--- src/rtl/inputc_vcbuf_if.sv ---
// Link and switch-side signals of a router input channel.
// master: upstream link plus switch stage (drives flits and iready).
// slave:  the input channel buffer itself.
interface inputc_vcbuf_if #(
  parameter int unsigned VCN   = 2,
  parameter int unsigned VCW   = 1,
  parameter int unsigned DATAW = 35
) ();
  logic [DATAW-1:0] idata;
  logic             ivalid;
  logic [VCW-1:0]   ivch;
  logic [DATAW-1:0] odata;
  logic             ovalid;
  logic [VCW-1:0]   ovch;
  logic             iready;
  logic [VCN-1:0]   oack;
  logic [VCN-1:0]   olck;
  logic             oerr;

  modport master (
    output idata, ivalid, ivch, iready,
    input  odata, ovalid, ovch, oack, olck, oerr
  );

  modport slave (
    input  idata, ivalid, ivch, iready,
    output odata, ovalid, ovch, oack, olck, oerr
  );
endinterface

--- src/rtl/inputc_vcbuf.sv ---
// Router input channel: one FIFO per virtual channel, round-robin head-of-line
// selection towards the switch, per-VC credit pulses and packet locks upstream.
module inputc_vcbuf #(
  parameter int unsigned ROUTERID = 0,
  parameter int unsigned PCHID    = 0,
  parameter int unsigned VCN      = 2,
  parameter int unsigned VCW      = 1,
  parameter int unsigned DEPTH    = 4,
  parameter int unsigned DATAW    = 35
) (
  input  logic           clk,
  input  logic           rst,
  inputc_vcbuf_if.slave  bus
);

  localparam int unsigned PW = (DEPTH > 1) ? $clog2(DEPTH) : 1;
  localparam int unsigned CW = $clog2(DEPTH) + 1;

  logic [DATAW-1:0] r_mem    [VCN][DEPTH];
  logic [PW-1:0]    r_rd_ptr [VCN];
  logic [PW-1:0]    r_wr_ptr [VCN];
  logic [CW-1:0]    r_count  [VCN];
  logic [VCW-1:0]   r_rr;
  logic [VCN-1:0]   r_oack;
  logic [VCN-1:0]   r_olck;
  logic             r_oerr;

  logic             w_any;
  logic [VCW-1:0]   w_win;
  logic             w_pop;
  logic [VCN-1:0]   w_pop_vec;
  logic [VCN-1:0]   w_wr_vec;
  logic             w_drop;
  logic             w_in_head;
  logic             w_out_tail;
  logic [DATAW-1:0] w_head_flit;

  // Flit type: bit DATAW-2 marks a head, bit DATAW-1 marks a tail.
  assign w_in_head  = bus.idata[DATAW-2];
  assign w_out_tail = w_head_flit[DATAW-1];

  function automatic logic [PW-1:0] f_ptr_next(logic [PW-1:0] p);
    return (p == PW'(DEPTH - 1)) ? '0 : p + PW'(1);
  endfunction

  // Round-robin pick: first non-empty VC scanning upward from r_rr with wrap.
  always_comb begin
    int idx;
    idx   = 0;
    w_any = 1'b0;
    w_win = '0;
    for (int i = 0; i < int'(VCN); i++) begin
      idx = (int'(r_rr) + i) % int'(VCN);
      if (!w_any && (r_count[idx] != '0)) begin
        w_any = 1'b1;
        w_win = VCW'(idx);
      end
    end
  end

  assign w_head_flit = w_any ? r_mem[w_win][r_rd_ptr[w_win]] : '0;
  assign w_pop       = w_any & bus.iready;

  // Per-VC write/pop decode; a full VC only accepts a write when it is popped too.
  always_comb begin
    w_pop_vec = '0;
    w_wr_vec  = '0;
    w_drop    = 1'b0;
    for (int v = 0; v < int'(VCN); v++) begin
      w_pop_vec[v] = w_pop && (w_win == VCW'(v));
      if (bus.ivalid && (bus.ivch == VCW'(v))) begin
        if ((r_count[v] != CW'(DEPTH)) || w_pop_vec[v]) begin
          w_wr_vec[v] = 1'b1;
        end else begin
          w_drop = 1'b1;
        end
      end
    end
  end

  // Flit storage; contents need no reset since counts gate visibility.
  always_ff @(posedge clk) begin
    for (int v = 0; v < int'(VCN); v++) begin
      if (w_wr_vec[v]) begin
        r_mem[v][r_wr_ptr[v]] <= bus.idata;
      end
    end
  end

  // Pointers, counts, round-robin pointer, credit pulses, locks and error flag.
  always_ff @(posedge clk) begin
    if (rst) begin
      for (int v = 0; v < int'(VCN); v++) begin
        r_count[v]  <= '0;
        r_rd_ptr[v] <= '0;
        r_wr_ptr[v] <= '0;
      end
      r_rr   <= '0;
      r_oack <= '0;
      r_olck <= '0;
      r_oerr <= 1'b0;
    end else begin
      for (int v = 0; v < int'(VCN); v++) begin
        case ({w_wr_vec[v], w_pop_vec[v]})
          2'b10:   r_count[v] <= r_count[v] + CW'(1);
          2'b01:   r_count[v] <= r_count[v] - CW'(1);
          default: ;
        endcase
        if (w_wr_vec[v]) begin
          r_wr_ptr[v] <= f_ptr_next(r_wr_ptr[v]);
        end
        if (w_pop_vec[v]) begin
          r_rd_ptr[v] <= f_ptr_next(r_rd_ptr[v]);
        end
        // A head arriving outranks a tail leaving on the same edge.
        if (w_wr_vec[v] && w_in_head) begin
          r_olck[v] <= 1'b1;
        end else if (w_pop_vec[v] && w_out_tail) begin
          r_olck[v] <= 1'b0;
        end
      end
      r_oack <= w_pop_vec;
      if (w_pop) begin
        r_rr <= (w_win == VCW'(VCN - 1)) ? '0 : w_win + VCW'(1);
      end
      if (w_drop) begin
        r_oerr <= 1'b1;
      end
    end
  end

  assign bus.odata  = w_head_flit;
  assign bus.ovalid = w_any;
  assign bus.ovch   = w_win;
  assign bus.oack   = r_oack;
  assign bus.olck   = r_olck;
  assign bus.oerr   = r_oerr;

endmodule

--- src/flat_wrapper.sv ---
// flat-port wrapper written by rule: the top's interface ports become plain ports
module inputc_vcbuf_flat 
#(
  parameter int unsigned ROUTERID = 0,
  parameter int unsigned PCHID    = 0,
  parameter int unsigned VCN      = 2,
  parameter int unsigned VCW      = 1,
  parameter int unsigned DEPTH    = 4,
  parameter int unsigned DATAW    = 35
)
  (clk, rst, bus_idata, bus_ivalid, bus_ivch, bus_iready, bus_odata, bus_ovalid, bus_ovch, bus_oack, bus_olck, bus_oerr);
  inputc_vcbuf_if #(.VCN(VCN), .VCW(VCW), .DATAW(DATAW)) bus_i ();
  input  logic clk;
  input  logic rst;
  input wire logic [$bits(bus_i.idata)-1:0] bus_idata;
  input wire logic [$bits(bus_i.ivalid)-1:0] bus_ivalid;
  input wire logic [$bits(bus_i.ivch)-1:0] bus_ivch;
  input wire logic [$bits(bus_i.iready)-1:0] bus_iready;
  output wire logic [$bits(bus_i.odata)-1:0] bus_odata;
  output wire logic [$bits(bus_i.ovalid)-1:0] bus_ovalid;
  output wire logic [$bits(bus_i.ovch)-1:0] bus_ovch;
  output wire logic [$bits(bus_i.oack)-1:0] bus_oack;
  output wire logic [$bits(bus_i.olck)-1:0] bus_olck;
  output wire logic [$bits(bus_i.oerr)-1:0] bus_oerr;
  assign bus_i.idata = bus_idata;
  assign bus_i.ivalid = bus_ivalid;
  assign bus_i.ivch = bus_ivch;
  assign bus_i.iready = bus_iready;
  assign bus_odata = bus_i.odata;
  assign bus_ovalid = bus_i.ovalid;
  assign bus_ovch = bus_i.ovch;
  assign bus_oack = bus_i.oack;
  assign bus_olck = bus_i.olck;
  assign bus_oerr = bus_i.oerr;
  inputc_vcbuf #(.ROUTERID(ROUTERID), .PCHID(PCHID), .VCN(VCN), .VCW(VCW), .DEPTH(DEPTH), .DATAW(DATAW)) u_core (.clk(clk), .rst(rst), .bus(bus_i));
endmodule
--- config.mk ---
export PLATFORM = sky130hd
export DESIGN_NAME = inputc_vcbuf_flat
export DESIGN_NICKNAME = d
export VERILOG_FILES = /design/src/rtl/inputc_vcbuf_if.sv /design/src/rtl/inputc_vcbuf.sv /design/src/flat_wrapper.sv
export SDC_FILE = /design/constraint.sdc
export NUM_CORES = 1
export LEC_CHECK = 0
export BUFFER_PORTS_ARGS = -buffer_cell sky130_fd_sc_hd__buf_4
export CAP_MARGIN = 25
export CORE_ASPECT_RATIO = 0.9
export CORE_UTILIZATION = 30
export CTS_CLUSTER_DIAMETER = 200
export DETAILED_ROUTE_END_ITERATION = 16
export PLACE_DENSITY = 0.49
export SLEW_MARGIN = 10
export SYNTH_ARGS = -nofsm -noshare
export SYNTH_HDL_FRONTEND = slang
export SYNTH_SLANG_ARGS = --single-unit
export TNS_END_PERCENT = 100
--- constraint.sdc ---
create_clock -name clk -period 3.7 [get_ports clk]
set_input_delay 0.37 -clock clk [delete_from_list [all_inputs] [get_ports clk]]
set_output_delay 0.37 -clock clk [all_outputs]
set_load 0.01 [all_outputs]
# Word level (Yosys, flattened, before mapping)
# Memory sizes are Yosys's and may differ from the RTL's. A register that Yosys moved wholly into a read port is not among the register bits.
# Cells that the tools add are included.
# totals
reg_bits	6
latch_bits	0
mem_bits_rw	294
romBits	0
in_bits	40
mem_count	4
# op_classes
add_sub_neg	10
multipliers	0
div	0
order_cmp	5
n_eq_ne	10
n_shift	0
muxes	70
bitwise	14
n_reduce_logical	19
# mem_list
name	words	word_bits	rd	rd_clocked_by_memory_dff	wr	line_no	text
u_core.r_mem	2	140	1	0	1	inputc_vcbuf.sv:19	logic [DATAW-1:0] r_mem [VCN][DEPTH];
u_core.r_count	2	3	4	1	2	inputc_vcbuf.sv:22	logic [CW-1:0] r_count [VCN];
u_core.r_rd_ptr	2	2	3	0	2	inputc_vcbuf.sv:20	logic [PW-1:0] r_rd_ptr [VCN];
u_core.r_wr_ptr	2	2	2	0	2	inputc_vcbuf.sv:21	logic [PW-1:0] r_wr_ptr [VCN];
# ops
operator	count
140-bit two-way mux	4
35-bit two-way mux	5
35-bit demux with 2-bit select	2
140-bit OR reduction	1
35-bit binary-select mux with 2-bit select	1
1-bit two-way mux	46
2-bit two-way mux	8
2-bit == test, second input constant	6
3-bit two-way mux	4
1-bit logical AND	11
3-bit >= comparator, second input constant	3
2-bit NOT with 3-bit output	3
2-bit by 1-bit adder with 2-bit output, second input constant	4
1-bit OR	8
3-bit by 1-bit adder with 3-bit output, second input constant	2
3-bit by 1-bit < comparator with 1-bit output, second input constant	2
3-bit inequality test, second input constant	2
3-bit nonzero test	2
3-bit by 1-bit subtractor with 3-bit output, second input constant	2
2-bit by 1-bit == test with 1-bit output, second input constant	2
2-bit nonzero test	2
1-bit adder, second input constant	2
1-bit logical OR	2
1-bit NOT	2
other kinds (2)	2

# Logic depth before layout (Yosys ltp)
# logic_depth
word_depth	16
ltp_mapped	11
ltp_nobuf	9

# Worst setup path after synthesis
# OpenSTA, ideal clock, no wires.
# synth_path
path_kind	register to register
from	memory u_core.r_count[0][1] in the netlist's numbering
to	memory u_core.r_mem[1][100] in the netlist's numbering (enable)
setup_ns	0.395
arrival_time_ns	2.627
required_ns	3.305
setup_slack_ns	0.678
stages_incl_launch_ff	7
n_path_buf	1
synth_period_minus_slack_ns	3.022
cell_sequence	edfxtp_1 -> or3_1 -> buf_4 -> nor4_4 -> o21ai_1 -> a31oi_1 -> and2_1
# synth_lines
element	line_no
start, declared	inputc_vcbuf.sv:22
end, declared	inputc_vcbuf.sv:19

==> flow_summary_export.csv <==
group,metric,value,unit
clock_network,cts_made_buffers,35,
floorplanning,die_h,199,µm
route,vias,8244,
pwr,p_leak,5.16,nW
floorplanning,start_util,0.307,
sta,clock.fmax,279,MHz
placement,port_buffers,81,
global_route,antenna_found_initial,1,
outcome,status,"finished, violations left",
global_route,grt_pass1_wl,52400,µm
route,ant_nets,0,
sta,min_period_over_period,0.967,
route,drt_iter0_drc,624,
global_route,grt_pass1_vias,8278,
sta,worst_slack,122,ps
critical_path,worstSetupPathType,"flop to output pin",
clock_network,insertion_delay,520,ps
cells_and_area,stdcell_area,15600,µm²
cells_and_area,diodes,0,
cells_and_area,n_fill_cell,4037,
run,cap_violations,0,
sta,slew_headroom,0.654,
yosys,synth_top_area_share,0.683,
critical_path,worstPathMaxFanout,53,
outcome,violations,"DRC",
yosys,synth_area_leader_cell,"edfxtp_1",
global_route,overflow,0,
cells_and_area,nets,1014,
route,met2_length,15700,µm
yosys,yosys.cell_types.count,64,
pwr,clkPwrFrac,0.272,
global_route,grt_max_degree,69,
route,via_per_inst,5.39,
floorplanning,rows,71,
yosys,synth.most_common_cell,"edfxtp_1",
route,highest_layer,"met4",
clock_network,root_buffer,"clkbuf_16",
clock_network,path_clk_slew,60,ps
pwr,p_sw_frac,0.351,
pwr,pwr-share-seq,0.342,
critical_path,cp-end-kind,"output pin",
pwr,p_switching,4.16,mW
pwr,vdd_drop_max,0.505,mV
placement,place.gp.congestion,0.822,
route,dr.pass1.iters,11,
yosys,yosys-top-cells-area,"edfxtp_1 68%, a211oi_1 4.1%, and3_1 2.7%, a311oi_1 2.0%, and4_1 1.9%",
sta,maxSlewViolCount,0,
floorplanning,core_area,42100,µm²
cells_and_area,drive_gt1_frac,0.217,
yosys,seq_area_frac_synth,0.694,
pwr,powerDensity,763,nW/µm²
critical_path,worstPathRequired,3330,ps
placement,hpwlAfterDp,20100,µm
route,routed_wl,34600,µm
clock_network,clock-sinks,301,
clock_network,htreeDepth,2,
yosys,async_flop_share,0,
clock_network,cts_max_path_buffers,3,
yosys,ys_seq_elements,301,
pwr,power,11.9,mW
route,wl_met3,1820,µm
sta,hold_violations,0,
worst_hold_path,min_path_type,"input pin to flop",
floorplanning,fp.dieW,221,µm
sta,period_needed,3580,ps
sta,setup_viol,0,
yosys,synth_common_cells,"294 x edfxtp_1, 70 x a211oi_1, 55 x and3_1",
yosys,synth.avg_cell_area,14.9,µm²
clock_network,cts_tree,"yes",
route,routedWlPerCell,22.6,µm
route,wl_met1,16700,µm
sta,rsz0062_at_grt,"yes",
cells_and_area,area_growth,20.4,%
yosys,syn_nets,923,
yosys,synth_edf_count,294,
pwr,combPwrFrac,0.386,
placement,placed_area,14400,µm²
yosys,synth_area,12900,µm²
yosys,syn_inst,869,
global_route,grtUsageTotal,0.159,
yosys,ys.warnings.count,0,
yosys,synth_ff_type,"edfxtp_1",
floorplanning,pin_count,82,
pwr,intPower,7.71,mW
critical_path,cp-start-kind,"flop",
route,drc,5,
floorplanning,dieArea,43900,µm²
sta,worstMarginPinSlew,516,ps
sta,finClkSkew,8.53,ps
placement,dp_slack,321,ps
critical_path,arrival,3210,ps
[power groups by stage]
stage | Clock, mW | Combinational, mW | Sequential (mW)
finish | 3.23 | 4.58 | 4.06
global route | 3.44 | 4.96 | 4.07
CTS | 3.32 | 4.60 | 4.06
detailed placement | 0 | 4.55 | 4.12
global placement | 0 | 4.54 | 4.12
floorplan | 0 | 2.52 | 4.08
[cells in the final DEF (no fill, tap or decap), drive strengths merged, types with 13 or more instances in the layout]
cell,n
edfxtp,294
buf,132
a211oi,70
and3,56
clkbuf,45
or3,32
o211ai,30
a311oi,30
and4,28
or4,28
o311ai,28
inv,15
nand3,14
ha,13
a21boi,13
clkinv,13
[area by class of cell]
type / count / area (µm²) / share of cell area
timing repair buffer: 133 / 1160 / 0.0749
sequential: 301 / 8970 / 0.577
clock inverter: 16 / 135 / 0.00869
tap: 547 / 684 / 0.0440
multi-input combinational: 475 / 3620 / 0.233
clock buffer: 44 / 931 / 0.0598
inverter: 14 / 52.6 / 0.00338
[state kept, by name, summed over array words and instances (netlist names), named ones only]
name / flops
u_core.r_mem: 280
u_core.r_count: 6
u_core.r_rd_ptr: 4
u_core.r_wr_ptr: 4
u_core.bus.oack: 2
u_core.bus.olck: 2
u_core.bus.oerr: 1
u_core.r_rr: 1
[worst max-delay path: stages, from the launching register on]
cell and delay, ps:
edfxtp_1 540, or3_4 500, nand3_1 180, a31o_2 240, clkbuf_8 330, a211oi_1 120
o21ai_0 300, buf_4 190, and3_1 160, buf_4 120
[metal layers]
layer | up-vias | global-route usage
met5 | - | 0
met2 | 226 | 0.249
met3 | 31 | 0.0258
met4 | 0 | 0.0325
met1 | 4199 | 0.230
li1 | 3788 | -
[final timing paths]
kind / from / cells past startpoint / slack [ps] / end
worst max-delay path: u_core.r_count[0][2] / 9 / 120 / bus_odata[34]
worst min register to register: u_core.bus.oerr / 2 / 480 / u_core.bus.oerr
worst max register to register: u_core.r_count[0][2] / 6 / 630 / u_core.r_mem[1][19]
worst min-delay path: bus_idata[31] / 1 / 80 / u_core.r_mem[0][136]
[through the flow]
stage	utilization	hold WS, ps	TNS (ps)	instances
after detailed placement	0.342	472	0	1465
after global placement	0.342	460	0	1465
final	0.369	81.6	0	1530
after global routing	0.369	63.6	-23.4	1530
after CTS	0.368	57.8	0	1527
after floorplan	-	469	0	869
[cells by family after synthesis]
| logic type | synth area share |
|---|---|
| AO/OA/AOI/OAI | 0.138 |
| adder cells (fa/ha/maj) | 0.0141 |
| AND/OR/NAND/NOR | 0.118 |
| multiplexers | 0.000775 |
| XOR/XNOR | 0.00203 |
| buffers and inverters | 0.0331 |
| flip-flops | 0.694 |
[what timing repair did]
item | in CTS | in global routing
pin swaps | 3 | 3
resized for setup | 5 | 8
hold buffers | 0 | 0
setup buffers | 2 | 3
cloned | 0 | 0
setup endpoints to repair | 26 | 21
(Power assumes the default switching activity.)
